===== src/rtl/fp_div_seq.sv =====
// Sequential binary32 divider: radix-2 restoring mantissa division, one quotient
// bit per cycle, with subnormal flush-to-zero and five rounding modes.
module fp_div_seq #(
  parameter int QBITS = 26
) (
  input  logic        clk,
  input  logic        rst_n,
  input  logic        in_valid,
  output logic        in_ready,
  input  logic [31:0] fp_X,
  input  logic [31:0] fp_Y,
  input  logic [2:0]  r_mode,
  output logic        out_valid,
  input  logic        out_ready,
  output logic [31:0] fp_Z,
  output logic        ovrf,
  output logic        udrf
);

  typedef enum logic [2:0] {
    S_IDLE  = 3'd0,
    S_PREP  = 3'd1,
    S_DIV   = 3'd2,
    S_ROUND = 3'd3,
    S_DONE  = 3'd4
  } state_t;

  state_t             state_q, state_d;
  logic [31:0]        x_q, x_d;
  logic [31:0]        y_q, y_d;
  logic [2:0]         rm_q, rm_d;
  logic               s_q, s_d;
  logic signed [9:0]  e_q, e_d;
  logic [25:0]        rem_q, rem_d;
  logic [25:0]        q_q, q_d;
  logic [4:0]         cnt_q, cnt_d;
  logic [31:0]        fp_z_q, fp_z_d;
  logic               ovrf_q, ovrf_d;
  logic               udrf_q, udrf_d;
  logic               out_valid_q, out_valid_d;
  logic               in_ready_q, in_ready_d;

  // Operand classification and special-case results, taken straight from the inputs
  logic        x_zero_s, x_inf_s, x_nan_s;
  logic        y_zero_s, y_inf_s, y_nan_s;
  logic        sign_in_s;
  logic        spec_s;
  logic [31:0] spec_z_s;
  logic        spec_ovrf_s;

  always_comb begin
    x_zero_s    = (fp_X[30:23] == 8'd0);
    x_inf_s     = (fp_X[30:23] == 8'hFF) && (fp_X[22:0] == 23'd0);
    x_nan_s     = (fp_X[30:23] == 8'hFF) && (fp_X[22:0] != 23'd0);
    y_zero_s    = (fp_Y[30:23] == 8'd0);
    y_inf_s     = (fp_Y[30:23] == 8'hFF) && (fp_Y[22:0] == 23'd0);
    y_nan_s     = (fp_Y[30:23] == 8'hFF) && (fp_Y[22:0] != 23'd0);
    sign_in_s   = fp_X[31] ^ fp_Y[31];
    spec_s      = 1'b1;
    spec_z_s    = 32'd0;
    spec_ovrf_s = 1'b0;
    if (x_nan_s || y_nan_s || (x_zero_s && y_zero_s) || (x_inf_s && y_inf_s)) begin
      spec_z_s = 32'h7FC00000;
    end else if (x_inf_s) begin
      spec_z_s = {sign_in_s, 8'hFF, 23'd0};
    end else if (y_inf_s || x_zero_s) begin
      spec_z_s = {sign_in_s, 31'd0};
    end else if (y_zero_s) begin
      spec_z_s    = {sign_in_s, 8'hFF, 23'd0};
      spec_ovrf_s = 1'b1;
    end else begin
      spec_s = 1'b0;
    end
  end

  // Mantissa preparation and one restoring-division step
  logic [23:0]       mx_s, my_s;
  logic signed [9:0] e_prep_s;
  logic              ge_s;
  logic [25:0]       rem_sub_s;

  always_comb begin
    mx_s      = {1'b1, x_q[22:0]};
    my_s      = {1'b1, y_q[22:0]};
    e_prep_s  = $signed({2'b00, x_q[30:23]} - {2'b00, y_q[30:23]} + 10'd127);
    ge_s      = (rem_q >= {2'b00, my_s});
    if (ge_s) begin
      rem_sub_s = rem_q - {2'b00, my_s};
    end else begin
      rem_sub_s = rem_q;
    end
  end

  // Rounding of the 24-bit significand plus guard/round/sticky
  logic              g_s, r_s, st_s, inexact_s, inc_s, away_s;
  logic [24:0]       mant_inc_s;
  logic [22:0]       frac_s;
  logic signed [9:0] e_rnd_s;
  logic [31:0]       rnd_z_s;
  logic              rnd_ovrf_s, rnd_udrf_s;

  always_comb begin
    g_s       = q_q[1];
    r_s       = q_q[0];
    st_s      = (rem_q != 26'd0);
    inexact_s = g_s | r_s | st_s;
    case (rm_q)
      3'b001: begin
        inc_s  = 1'b0;
        away_s = 1'b0;
      end
      3'b010: begin
        inc_s  = s_q & inexact_s;
        away_s = s_q;
      end
      3'b011: begin
        inc_s  = ~s_q & inexact_s;
        away_s = ~s_q;
      end
      3'b100: begin
        inc_s  = g_s;
        away_s = 1'b1;
      end
      default: begin
        inc_s  = g_s & (r_s | st_s | q_q[2]);
        away_s = 1'b1;
      end
    endcase
    mant_inc_s = {1'b0, q_q[25:2]} + {24'd0, inc_s};
    if (mant_inc_s[24]) begin
      frac_s  = 23'd0;
      e_rnd_s = e_q + 10'sd1;
    end else begin
      frac_s  = mant_inc_s[22:0];
      e_rnd_s = e_q;
    end
    rnd_ovrf_s = 1'b0;
    rnd_udrf_s = 1'b0;
    if (e_rnd_s >= 10'sd255) begin
      rnd_ovrf_s = 1'b1;
      if (away_s) begin
        rnd_z_s = {s_q, 8'hFF, 23'd0};
      end else begin
        rnd_z_s = {s_q, 8'hFE, 23'h7FFFFF};
      end
    end else if (e_rnd_s <= 10'sd0) begin
      rnd_udrf_s = 1'b1;
      rnd_z_s    = {s_q, 31'd0};
    end else begin
      rnd_z_s = {s_q, e_rnd_s[7:0], frac_s};
    end
  end

  // Next-state and datapath update for the control FSM
  always_comb begin
    state_d     = state_q;
    x_d         = x_q;
    y_d         = y_q;
    rm_d        = rm_q;
    s_d         = s_q;
    e_d         = e_q;
    rem_d       = rem_q;
    q_d         = q_q;
    cnt_d       = cnt_q;
    fp_z_d      = fp_z_q;
    ovrf_d      = ovrf_q;
    udrf_d      = udrf_q;
    out_valid_d = out_valid_q;
    in_ready_d  = in_ready_q;
    case (state_q)
      S_IDLE: begin
        in_ready_d = 1'b1;
        if (in_valid) begin
          x_d        = fp_X;
          y_d        = fp_Y;
          rm_d       = r_mode;
          s_d        = sign_in_s;
          in_ready_d = 1'b0;
          if (spec_s) begin
            fp_z_d      = spec_z_s;
            ovrf_d      = spec_ovrf_s;
            udrf_d      = 1'b0;
            out_valid_d = 1'b1;
            state_d     = S_DONE;
          end else begin
            state_d = S_PREP;
          end
        end else begin
          state_d = S_IDLE;
        end
      end
      S_PREP: begin
        // Pre-normalise so the quotient always lands in [1,2)
        if (mx_s < my_s) begin
          rem_d = {1'b0, mx_s, 1'b0};
          e_d   = e_prep_s - 10'sd1;
        end else begin
          rem_d = {2'b00, mx_s};
          e_d   = e_prep_s;
        end
        q_d     = 26'd0;
        cnt_d   = 5'(QBITS - 1);
        state_d = S_DIV;
      end
      S_DIV: begin
        q_d   = {q_q[24:0], ge_s};
        rem_d = {rem_sub_s[24:0], 1'b0};
        cnt_d = cnt_q - 5'd1;
        if (cnt_q == 5'd0) begin
          state_d = S_ROUND;
        end else begin
          state_d = S_DIV;
        end
      end
      S_ROUND: begin
        fp_z_d      = rnd_z_s;
        ovrf_d      = rnd_ovrf_s;
        udrf_d      = rnd_udrf_s;
        out_valid_d = 1'b1;
        state_d     = S_DONE;
      end
      S_DONE: begin
        if (out_ready) begin
          out_valid_d = 1'b0;
          in_ready_d  = 1'b1;
          state_d     = S_IDLE;
        end else begin
          state_d = S_DONE;
        end
      end
      default: begin
        out_valid_d = 1'b0;
        in_ready_d  = 1'b1;
        state_d     = S_IDLE;
      end
    endcase
  end

  // State and output registers
  always_ff @(posedge clk or negedge rst_n) begin
    if (!rst_n) begin
      state_q     <= S_IDLE;
      x_q         <= 32'd0;
      y_q         <= 32'd0;
      rm_q        <= 3'd0;
      s_q         <= 1'b0;
      e_q         <= 10'sd0;
      rem_q       <= 26'd0;
      q_q         <= 26'd0;
      cnt_q       <= 5'd0;
      fp_z_q      <= 32'd0;
      ovrf_q      <= 1'b0;
      udrf_q      <= 1'b0;
      out_valid_q <= 1'b0;
      in_ready_q  <= 1'b1;
    end else begin
      state_q     <= state_d;
      x_q         <= x_d;
      y_q         <= y_d;
      rm_q        <= rm_d;
      s_q         <= s_d;
      e_q         <= e_d;
      rem_q       <= rem_d;
      q_q         <= q_d;
      cnt_q       <= cnt_d;
      fp_z_q      <= fp_z_d;
      ovrf_q      <= ovrf_d;
      udrf_q      <= udrf_d;
      out_valid_q <= out_valid_d;
      in_ready_q  <= in_ready_d;
    end
  end

  assign in_ready  = in_ready_q;
  assign out_valid = out_valid_q;
  assign fp_Z      = fp_z_q;
  assign ovrf      = ovrf_q;
  assign udrf      = udrf_q;

endmodule


===== config.mk =====
export PLATFORM = sky130hd
export DESIGN_NAME = fp_div_seq
export DESIGN_NICKNAME = d
export VERILOG_FILES = /design/src/rtl/fp_div_seq.sv
export SDC_FILE = /design/constraint.sdc
export NUM_CORES = 1
export LEC_CHECK = 0
export ABC_CLOCK_PERIOD_IN_PS = 3750
export BUFFER_PORTS_ARGS = -buffer_cell sky130_fd_sc_hd__buf_2
export CORE_ASPECT_RATIO = 1.1
export CORE_UTILIZATION = 55
export CTS_BUF_LIST = sky130_fd_sc_hd__clkbuf_8 sky130_fd_sc_hd__clkbuf_16
export DETAILED_ROUTE_END_ITERATION = 7
export PLACE_DENSITY = 0.89
export REMOVE_ABC_BUFFERS = 1
export SETUP_SLACK_MARGIN = 0.3
export SLEW_MARGIN = 20
export SYNTH_ARGS = -nofsm -noshare
export SYNTH_HDL_FRONTEND = slang
export SYNTH_SLANG_ARGS = --single-unit
export TNS_END_PERCENT = 50

===== constraint.sdc =====
create_clock -name clk -period 3.75 [get_ports clk]
set_clock_uncertainty 0.1 [all_clocks]
set_input_delay 0.1875 -clock clk [delete_from_list [all_inputs] [get_ports clk]]
set_output_delay 0.1875 -clock clk [all_outputs]
set_load 0.005 [all_outputs]

==> results of run 1 <==
[sequential cells by signal, summed over array words and instances, names as in the netlist]
| signal | count |
|---|---|
| q_q | 26 |
| out_valid | 1 |
| udrf | 1 |
| rm_q | 3 |
| fp_Z | 32 |
| y_q | 31 |
| rem_q | 26 |
| in_ready | 1 |
| s_q | 1 |
| state_q | 3 |
| cnt_q | 5 |
| e_q | 10 |
| ovrf | 1 |
| x_q | 31 |
[power by group through the flow]
stage / clock network, µW / logic (µW) / registers, µW
floorplan: 0 / 5980 / 3260
global placement: 0 / 8210 / 3340
detailed placement: 0 / 8420 / 3390
CTS: 1860 / 8720 / 3370
global route: 1960 / 10900 / 3570
finish: 1890 / 10200 / 3500
[worst max-delay path by stage]
stage,startpoint,end,slack [ps],depth (start not counted)
global placement,rem_q[18]$_DFFE_PN0P_,fp_Z[8]$_DFFE_PN0P_,-140,15
CTS,q_q[0]$_DFFE_PN0P_,fp_Z[21]$_DFFE_PN0P_,170,16
floorplan,state_q[2]$_DFF_PN0_,fp_Z[24]$_DFFE_PN0P_,-9360,5
detailed placement,rem_q[18]$_DFFE_PN0P_,fp_Z[1]$_DFFE_PN0P_,-290,15
global route,rem_q[7]$_DFFE_PN0P_,fp_Z[22]$_DFFE_PN0P_,-200,17
finish,rem_q[7]$_DFFE_PN0P_,fp_Z[22]$_DFFE_PN0P_,-120,17
[final cells by class]
class | count | share of cell area [%]
Multi-Input combinational cell | 942 | 46.93
Sequential cell | 172 | 30.98
Timing Repair Buffer | 247 | 13.48
Clock buffer | 17 | 3.061
Tap cell | 247 | 2.224
Inverter | 65 | 1.755
Clock inverter | 15 | 1.521
Antenna cell | 3 | 0.05402
[stage by stage]
| stage | util [%] | hold slack [ps] | TNS, ps | setup slack, ps | total power, µW |
|---|---|---|---|---|---|
| 3_3_place_gp | 62.10 | 280.5 | -2577 | -137.3 | 11550 |
| 4_1_cts | 69.62 | 9.158 | 0 | 172.6 | 13950 |
| 3_5_place_dp | 62.10 | 289.6 | -5263 | -289.3 | 11810 |
| 5_1_grt | 71.75 | 26.40 | -3739 | -204.2 | 16450 |
| 2_1_floorplan | - | -208.1 | -700950 | -9363 | 9239 |
| 6_report | 71.78 | 16.82 | -1639 | -124.9 | 15630 |
[worst max-delay path: cells and delay by family, from the launching register on]
family | cells | cell delay, ps
and+or+nand+nor | 8 | 1400
AOI/OAI and AO/OA | 3 | 710
DFF | 1 | 600
buffers and inverters | 3 | 410
adders and majority gates | 2 | 290
xor gates and xnor gates | 1 | 230
[synth_stat cells (all sizes together), types with 32 or more instances]
cell type  count  area, µm²
a211oi        37      287.8
a21oi         59      302.8
clkbuf        54      205.2
dfrtp        171       4279
ha            59      738.2
inv           64      240.2
nand2        187      704.4
nand3         34      170.2
nand4         32      212.7
nor2          72      286.5
nor3          33      186.4
o21ai         94      470.5
xnor2         35      306.5
[logic make-up after synthesis]
| group | count (synthesis) | synth area share, % |
|---|---|---|
| AOI/OAI and AO/OA | 347 | 21.85 |
| buffers and inverters | 132 | 4.751 |
| adders and majority gates | 61 | 7.087 |
| DFF | 172 | 39.20 |
| and+or+nand+nor | 455 | 20.39 |
| muxes | 20 | 1.880 |
| xor gates and xnor gates | 59 | 4.831 |
[timing repair]
action                     4_1_cts  5_1_grt
buffers inserted                 9        7
hold buffers                    67        0
gates resized for setup         16       54
gates cloned                     1        2
pin swaps                        9       16
setup endpoints to repair       33       66
hold endpoints to repair       174        0
[routing by layer]
metal	GRT usage (%)	wire length, µm	up-vias
met5	0	0	-
met2	60.53	18600	1003
met4	21.83	3060	0
li1	-	-	4965
met3	6.061	4333	339
met1	40.65	13480	5557
==> impl_metrics.py, run 1 <==
metrics = {
    "outcome": {
        "status": "finished with violations",
        "failed_checks": "negative setup slack",
    },
    "detailed_routing": {
        "drtIter0Drc": 1928,
        "ant_nets": 0,
        "drc": 0,
        "viasPerCell": 6.946,
        "wirelength_um": 39470,
        "wl_per_cell_um": 23.11,
        "first_pass_iters": 7,
        "via_count": 11860,
    },
    "final_layout": {
        "fillers": 1219,
        "final_cells": 1708,
        "multi_input_comb_area_mm2": 0.006523,
        "drive_gt1_share_pct": 19.89,
        "seq_area_mm2": 0.004305,
        "nets": 1577,
        "final_cell_mix": "184 x nand2_1, 171 x dfrtp_1, 105 x buf_2",
        "area_growth_pct": 26.56,
        "fin_area_mm2": 0.01390,
        "final_common_cell": "nand2_1",
    },
    "synthesis": {
        "ys_types": 87,
        "async_reset_ff_share_pct": 100.0,
        "synth-edff-count": 0,
        "ys_seq_area_share_pct": 39.20,
        "avgSynthCellArea_um2": 8.814,
        "ys.warnings.count": 0,
        "ys_ff_latch": 172,
        "synth_cells": 1246,
        "syn-cell-area_mm2": 0.01098,
        "synth_ff_type": "dfrtp_1",
    },
    "clock_tree": {
        "cts_htree_levels": 4,
        "cts.clk_slew.worst_paths_ps": 80,
        "ctsRootBufferMaster": "clkbuf_16",
        "clock_latency_ps": 450,
        "cts.sinks": 172,
        "cts_buffers": 17,
        "cts_buffer_depth": 2,
        "tritoncts": "built",
    },
    "critical_path": {
        "cpPeakStageDelay_ps": 600,
        "critPathLaunchType": "flip-flop",
        "crit_path_top_delay_cell": "dfrtp_1",
        "crit_type": "flip-flop to flip-flop",
        "reg2reg_depth": 17,
        "crit_path_max_fanout": 11,
        "r2r-end": "fp_Z[22]$_DFFE_PN0P_",
        "r2r_setup_slack_ps": -120,
        "path_cells": "nor4_4 -> nand3_2 -> nor3_1 -> a211oi_1 -> o21a_1 -> ha_4 -> ha_4 -> nand4_4 -> nor4_4 -> nand4_1 -> xnor2_2 -> o31a_4 -> buf_6 -> nor3_4 -> buf_12 -> clkbuf_16 -> or3_1",
        "crit_required_ps": 3980,
        "end_kind": "flip-flop",
        "arrival_ps": 4110,
        "r2r-start": "rem_q[7]$_DFFE_PN0P_",
    },
    "pwr": {
        "vdd_drop_max_uv": 547.3,
        "power.density_mw_per_mm2": 1125,
        "leakagePower_uw": 0.006356,
        "clkPwrFrac_pct": 12.1,
        "p_comb_share_pct": 65.5,
        "netSwitchingPower_uw": 8084,
        "swShare_pct": 51.72,
        "seqPwrFrac_pct": 22.4,
        "p_int_uw": 7547,
    },
    "placement": {
        "io_buffers": 106,
        "dp_hpwl_um": 21710,
        "place_congestion": 0.9959,
        "place_inst": 1587,
        "place_area_mm2": 0.01203,
    },
    "sta": {
        "fin_ws_ps": -124.9,
        "fmax_mhz": 258.1,
        "worstMarginPinSlew_ps": 1083,
        "post-route-period-util_pct": 103.3,
        "finalCriticalPeriod_ps": 3875,
        "slew-limit-headroom_pct": 27.63,
        "rsz0062_at_grt": "yes",
        "setup_viol": 22,
        "hold_viol": 0,
        "slew_violations": 0,
    },
    "min_path": {
        "hold_path.class": "input pin to flip-flop",
        "min_to": "in_ready$_DFFE_PN1P_",
        "holdPathStages": 3,
        "min_from": "in_valid",
    },
    "job": {
        "drv_cap": 0,
    },
    "global_route": {
        "grt.overflow.total": 0,
        "grt_pass1_vias": 11150,
        "grt_pass1_wl_um": 55810,
        "antenna_found_initial": 3,
        "track_usage_pct": 35.22,
        "grt_max_degree": 111,
    },
    "floorplan": {
        "rows": 53,
        "die_h_um": 150.2,
        "initial_utilization_pct": 56.71,
        "die-area_mm2": 0.02054,
        "fp.coreArea_mm2": 0.01936,
        "ios": 107,
        "dieWidth_um": 136.7,
    },
}
Power figures use the tool's default switching activity.
==> inputs of run 2 (changes only) <==
CTS_CLUSTER_SIZE = 20   (was unset)
PLACE_DENSITY = unset   (was 0.89)
PLACE_DENSITY_LB_ADDON = 0.05   (was unset)
==> impl_metrics.py, run 2 (synthesis results as in run 1) <==
metrics = {
    "critical_path": {
        "r2r_setup_slack_ps": 40,
        "startpoint": "rem_q[15]$_DFFE_PN0P_",
        "critPathLaunchType": "flip-flop",
        "reg2reg_depth": 17,
        "r2r-start": "rem_q[15]$_DFFE_PN0P_",
        "crit_required_ps": 4030,
        "crit_type": "flip-flop to flip-flop",
        "crit_path_top_delay_cell": "dfrtp_1",
        "cpPeakStageDelay_ps": 410,
        "r2r-end": "fp_Z[18]$_DFFE_PN0P_",
        "end_kind": "flip-flop",
        "crit_path_max_fanout": 11,
        "arrival_ps": 3990,
        "path_cells": "nor4_4 -> nand4_1 -> a2111oi_2 -> nor2b_1 -> o21a_1 -> ha_4 -> ha_4 -> nand4_4 -> nor4_4 -> buf_4 -> nand2_4 -> mux2_4 -> o31a_4 -> buf_6 -> nor3_4 -> buf_6 -> a221o_1",
    },
    "clock_tree": {
        "clock_latency_ps": 450,
        "cts_buffers": 17,
        "ctsRootBufferMaster": "clkbuf_16",
        "tritoncts": "built",
        "cts_htree_levels": 4,
        "cts.sinks": 172,
        "cts_buffer_depth": 2,
        "cts.clk_slew.worst_paths_ps": 80,
    },
    "min_path": {
        "min_from": "fp_X[31]",
        "min_to": "s_q$_DFFE_PN0P_",
        "holdPathStages": 3,
        "hold_path.class": "input pin to flip-flop",
    },
    "sta": {
        "slew-limit-headroom_pct": 32.88,
        "rsz0062_at_grt": "yes",
        "hold_viol": 0,
        "fmax_mhz": 269.7,
        "worstMarginPinSlew_ps": 1004,
        "post-route-period-util_pct": 98.87,
        "setup_viol": 0,
        "fin_tns_setup_ps": 0,
        "slew_violations": 0,
        "finalCriticalPeriod_ps": 3708,
    },
    "global_route": {
        "grt_max_degree": 110,
        "antenna_found_initial": 0,
        "grt.overflow.total": 0,
        "met1_usage_pct": 41.19,
        "busiest_layer": "met2",
        "grt_util_met3_pct": 6.128,
        "grt_pass1_wl_um": 52310,
        "track_usage_pct": 33.46,
        "met2_usage_pct": 57.11,
        "grt_pass1_vias": 10130,
    },
    "outcome": {
        "status": "finished clean",
    },
    "detailed_routing": {
        "wl_per_cell_um": 19.37,
        "first_pass_iters": 5,
        "via_count": 10300,
        "wirelength_um": 33370,
        "drtIter0Drc": 571,
        "drc": 0,
        "viasPerCell": 5.977,
        "ant_nets": 0,
    },
    "placement": {
        "io_buffers": 106,
        "place_inst": 1607,
        "place_congestion": 0.9638,
        "dp_hpwl_um": 23120,
    },
    "final_layout": {
        "diodes": 0,
        "fillers": 1474,
        "seq_area_mm2": 0.004305,
        "multi_input_comb_area_mm2": 0.006404,
        "largest_reg_flops": 32,
        "drive_gt1_share_pct": 19.78,
        "final_cells": 1723,
        "area_growth_pct": 26.06,
        "nets": 1595,
        "final_cell_mix": "185 x nand2_1, 171 x dfrtp_1, 105 x buf_2",
        "final_common_cell": "nand2_1",
    },
    "floorplan": {
        "dieWidth_um": 136.7,
        "initial_utilization_pct": 56.71,
        "fp.coreArea_mm2": 0.01936,
        "die-area_mm2": 0.02054,
        "die_h_um": 150.2,
        "ios": 107,
        "rows": 53,
    },
    "pwr": {
        "leakagePower_uw": 0.006431,
        "vdd_drop_max_uv": 733.3,
        "power_uw": 14640,
        "power.density_mw_per_mm2": 1058,
    },
    "job": {
        "drv_cap": 0,
    },
}
==> run 2: critical path: cells and delay by family (launching register included) <==
kind / cells / cell delay (ps)
AND/OR/NAND/NOR: 7 / 1010
AO/OA/AOI/OAI: 4 / 970
buffers and inverters: 3 / 500
flip-flops: 1 / 410
adder cells (fa/ha/maj): 2 / 340
multiplexers: 1 / 300
==> run 2: area by class of cell <==
class                   count  area share (%)
clock buffers              17           3.073
clock inverters            15           1.356
inverters                  65           1.762
multi-input cells         942           46.26
flip-flops and latches    172           31.10
well taps                 247           2.232
repair buffers            265           14.22
==> run 2: repair_timing <==
| action | CTS | global route |
|---|---|---|
| gates resized for setup | 19 | 37 |
| pin swaps | 13 | 7 |
| gates cloned | 1 | 1 |
| endpoints found under the setup margin | 52 | 63 |
| hold endpoints to repair | 140 | 0 |
| hold buffers | 68 | 0 |
| setup buffers | 8 | 6 |
==> run 2: metrics by stage <==
stage          setup slack, ps  utilization (%)  hold WS (ps)  instance area [µm²]
6_report                 42.21            71.49         71.03                13840
5_1_grt                 -69.68            71.49         71.54                13840
4_1_cts                  110.3            70.41         52.16                13630
3_5_place_dp            -295.3            62.81         166.3                12160
3_3_place_gp            -203.3            62.81         159.0                12160
2_1_floorplan            -9363                -        -208.1                10700
==> run 2: where the power goes <==
part / total [µW] / switching (µW) / internal (µW)
clock: 1820 / 907 / 912
combinational: 9460 / 5490 / 3960
sequential: 3370 / 686 / 2680
total: 14600 / 7080 / 7560
==> run 2: worst max-delay path by stage <==
| stage | to | slack, ps | cells after the start |
|---|---|---|---|
| floorplan | fp_Z[24]$_DFFE_PN0P_ | -9360 | 5 |
| global placement | fp_Z[11]$_DFFE_PN0P_ | -200 | 15 |
| detailed placement | fp_Z[12]$_DFFE_PN0P_ | -300 | 15 |
| CTS | fp_Z[3]$_DFFE_PN0P_ | 110 | 17 |
| global route | fp_Z[13]$_DFFE_PN0P_ | -70 | 17 |
| finish | fp_Z[18]$_DFFE_PN0P_ | 40 | 17 |
==> run 2: per-layer routing <==
metal	vias to the layer above	wire, µm
met5	-	0
met4	0	1033
li1	4981	-
met1	4942	14340
met3	67	1530
met2	309	16470
==> inputs of run 3 (changes only) <==
ABC_CLOCK_PERIOD_IN_PS = 3400   (was 3750)
BUFFER_PORTS_ARGS = unset   (was -buffer_cell sky130_fd_sc_hd__buf_2)
CORE_UTILIZATION = 59   (was 55)
DONT_BUFFER_PORTS = 1   (was unset)
clock period = 3.4 ns   (was 3.75 ns; I/O delays follow)
==> impl_metrics.py, run 3 (synthesis results as in run 1) <==
metrics = {
    "outcome": {
        "status": "finished with violations",
        "failed_checks": "negative hold slack, negative setup slack",
    },
    "floorplan": {
        "die_h_um": 145.1,
        "ios": 107,
        "initial_utilization_pct": 61.24,
        "die-area_mm2": 0.01916,
        "fp.coreArea_mm2": 0.01793,
        "rows": 51,
        "dieWidth_um": 132.1,
    },
    "final_layout": {
        "final_common_cell": "nand2_1",
        "final_cell_mix": "183 x nand2_1, 171 x dfrtp_1, 89 x buf_4",
        "nets": 1508,
        "drive_gt1_share_pct": 18.36,
        "largest_reg_flops": 32,
        "fillers": 1216,
        "area_growth_pct": 26.73,
        "diodes": 0,
    },
    "sta": {
        "setup_viol": 31,
        "finalCriticalPeriod_ps": 3800,
        "slew-limit-headroom_pct": 28.89,
        "worstMarginPinSlew_ps": 1064,
        "fmax_mhz": 263.1,
        "hold_viol": 172,
        "post-route-period-util_pct": 111.8,
        "fin_ws_ps": -400.4,
        "rsz0062_at_grt": "yes",
        "fin_hold_ws_ps": -674.4,
        "fin_tns_setup_ps": -9659,
        "slew_violations": 0,
    },
    "pwr": {
        "power.density_mw_per_mm2": 1239,
        "power_uw": 17240,
        "leakagePower_uw": 0.006125,
        "vdd_drop_max_uv": 752.3,
    },
    "global_route": {
        "grt_pass1_wl_um": 54410,
        "grt_pass1_vias": 10550,
        "antenna_found_initial": 0,
        "grt.overflow.total": 0,
        "grt_max_degree": 173,
        "track_usage_pct": 36.03,
    },
    "detailed_routing": {
        "wl_per_cell_um": 21.10,
        "wirelength_um": 34330,
        "viasPerCell": 6.426,
        "via_count": 10460,
        "drtIter0Drc": 787,
        "drc": 0,
        "first_pass_iters": 6,
        "ant_nets": 0,
    },
    "critical_path": {
        "crit_type": "flip-flop to flip-flop",
        "path_cells": "nor4_1 -> nand3_2 -> a2111oi_2 -> nor2b_1 -> o21a_1 -> ha_2 -> ha_4 -> nand4_4 -> nor4_4 -> nand2_2 -> mux2_4 -> o31a_4 -> nor2_8 -> nor3_4 -> buf_6 -> buf_16 -> a221o_1",
        "critPathTopFamily": "compound AO/OA/AOI/OAI gates",
        "crit_path_top_delay_cell": "dfrtp_1",
        "r2r_setup_slack_ps": -400,
        "crit_path_max_fanout": 6,
        "critPathLaunchType": "flip-flop",
        "cpPeakStageDelay_ps": 400,
        "arrival_ps": 4030,
        "crit_buf_inv": 2,
        "end_kind": "flip-flop",
        "crit_required_ps": 3630,
    },
    "clock_tree": {
        "clock_latency_ps": 440,
        "tritoncts": "built",
        "holdBufCountCts": 69,
        "ctsRootBufferMaster": "clkbuf_16",
        "cts_buffer_depth": 2,
        "cts_buffers": 17,
        "cts_htree_levels": 4,
        "cts.sinks": 172,
        "cts.clk_slew.worst_paths_ps": 70,
    },
    "placement": {
        "place_congestion": 0.9390,
        "dp_hpwl_um": 22530,
        "io_buffers": 0,
    },
    "min_path": {
        "hold_path.class": "input pin to async pin",
    },
    "job": {
        "drv_cap": 0,
    },
}
run 3: cell count changes in the layout (fill, tap and decap cells not counted), sizes merged:
cell         change
dlygate4sd3      +1
clkinvlp         +2
clkinv           -2
clkbuf           +1
inv              -1
buf             -89
bufinv           +1
run 3: per-layer routing:
layer / vias up / GRT usage [%] / part of all wire [%]
met1: 5136 / 43.74 / 41
met3: 90 / 6.184 / 5.9
met4: 0 / 14.48 / 3.0
li1: 4813 / - / -
met5: - / 0 / 0
met2: 416 / 63.12 / 50
run 3: repair_timing:
item | 4_1_cts | 5_1_grt
endpoints found under the setup margin | 63 | 64
buffers inserted | 10 | 3
pin swaps | 59 | 45
gates cloned | 2 | 1
hold endpoints to repair | 241 | 172
resized for setup | 70 | 58
run 3: per-stage QoR:
| step | instances | utilization (%) | instance area, µm² | worst slack (ps) | hold WS, ps |
|---|---|---|---|---|---|
| after floorplan | 1179 | - | 10700 | -9713 | -225.6 |
| after global placement | 1510 | 65.74 | 11790 | -553.5 | -222.6 |
| after detailed placement | 1510 | 65.74 | 11790 | -652.0 | -221.6 |
| after CTS | 1623 | 75.70 | 13570 | -310.6 | -681.9 |
| after global routing | 1627 | 77.62 | 13920 | -527.6 | -686.6 |
| final | 1627 | 77.62 | 13920 | -400.4 | -674.4 |
run 3: path summary, 6_finish.rpt:
check	endpoint	startpoint	cells past startpoint
min in group clk	x_q[29]$_DFFE_PN0P_	in_valid	4
worst min-delay path	y_q[25]$_DFFE_PN0P_	rst_n	0
worst max-delay path	fp_Z[4]$_DFFE_PN0P_	rem_q[8]$_DFFE_PN0P_	17
worst min register to register	cnt_q[4]$_DFFE_PN0P_	cnt_q[4]$_DFFE_PN0P_	1
worst max register to register	fp_Z[4]$_DFFE_PN0P_	rem_q[8]$_DFFE_PN0P_	17
max in group asynchronous	in_ready$_DFFE_PN1P_	rst_n	0
run 3: final cells by class:
class	count	area (µm²)	area share, %
Inverter	65	246.5	1.771
Clock inverter	15	176.4	1.268
Tap cell	238	297.8	2.140
Clock buffer	17	425.4	3.057
Timing Repair Buffer	178	1692	12.15
Multi-Input combinational cell	942	6774	48.67
Sequential cell	172	4305	30.94
run 3: power breakdown:
group          switching [µW]  leakage [µW]  internal [µW]  total (µW)
Sequential                828       0.00217           2960        3790
Combinational            6580       0.00367           4880       11500
Clock                     937      0.000284           1050        1990
run 3: worst register-to-register path, stage by stage, from the launching register on:
cell	delay [ps]
dfrtp_1	400
nor4_1	340
nand3_2	180
a2111oi_2	350
nor2b_1	90
o21a_1	200
ha_2	190
ha_4	170
nand4_4	80
nor4_4	80
nand2_2	110
mux2_4	310
o31a_4	320
nor2_8	110
nor3_4	60
buf_6	160
buf_16	130
a221o_1	300
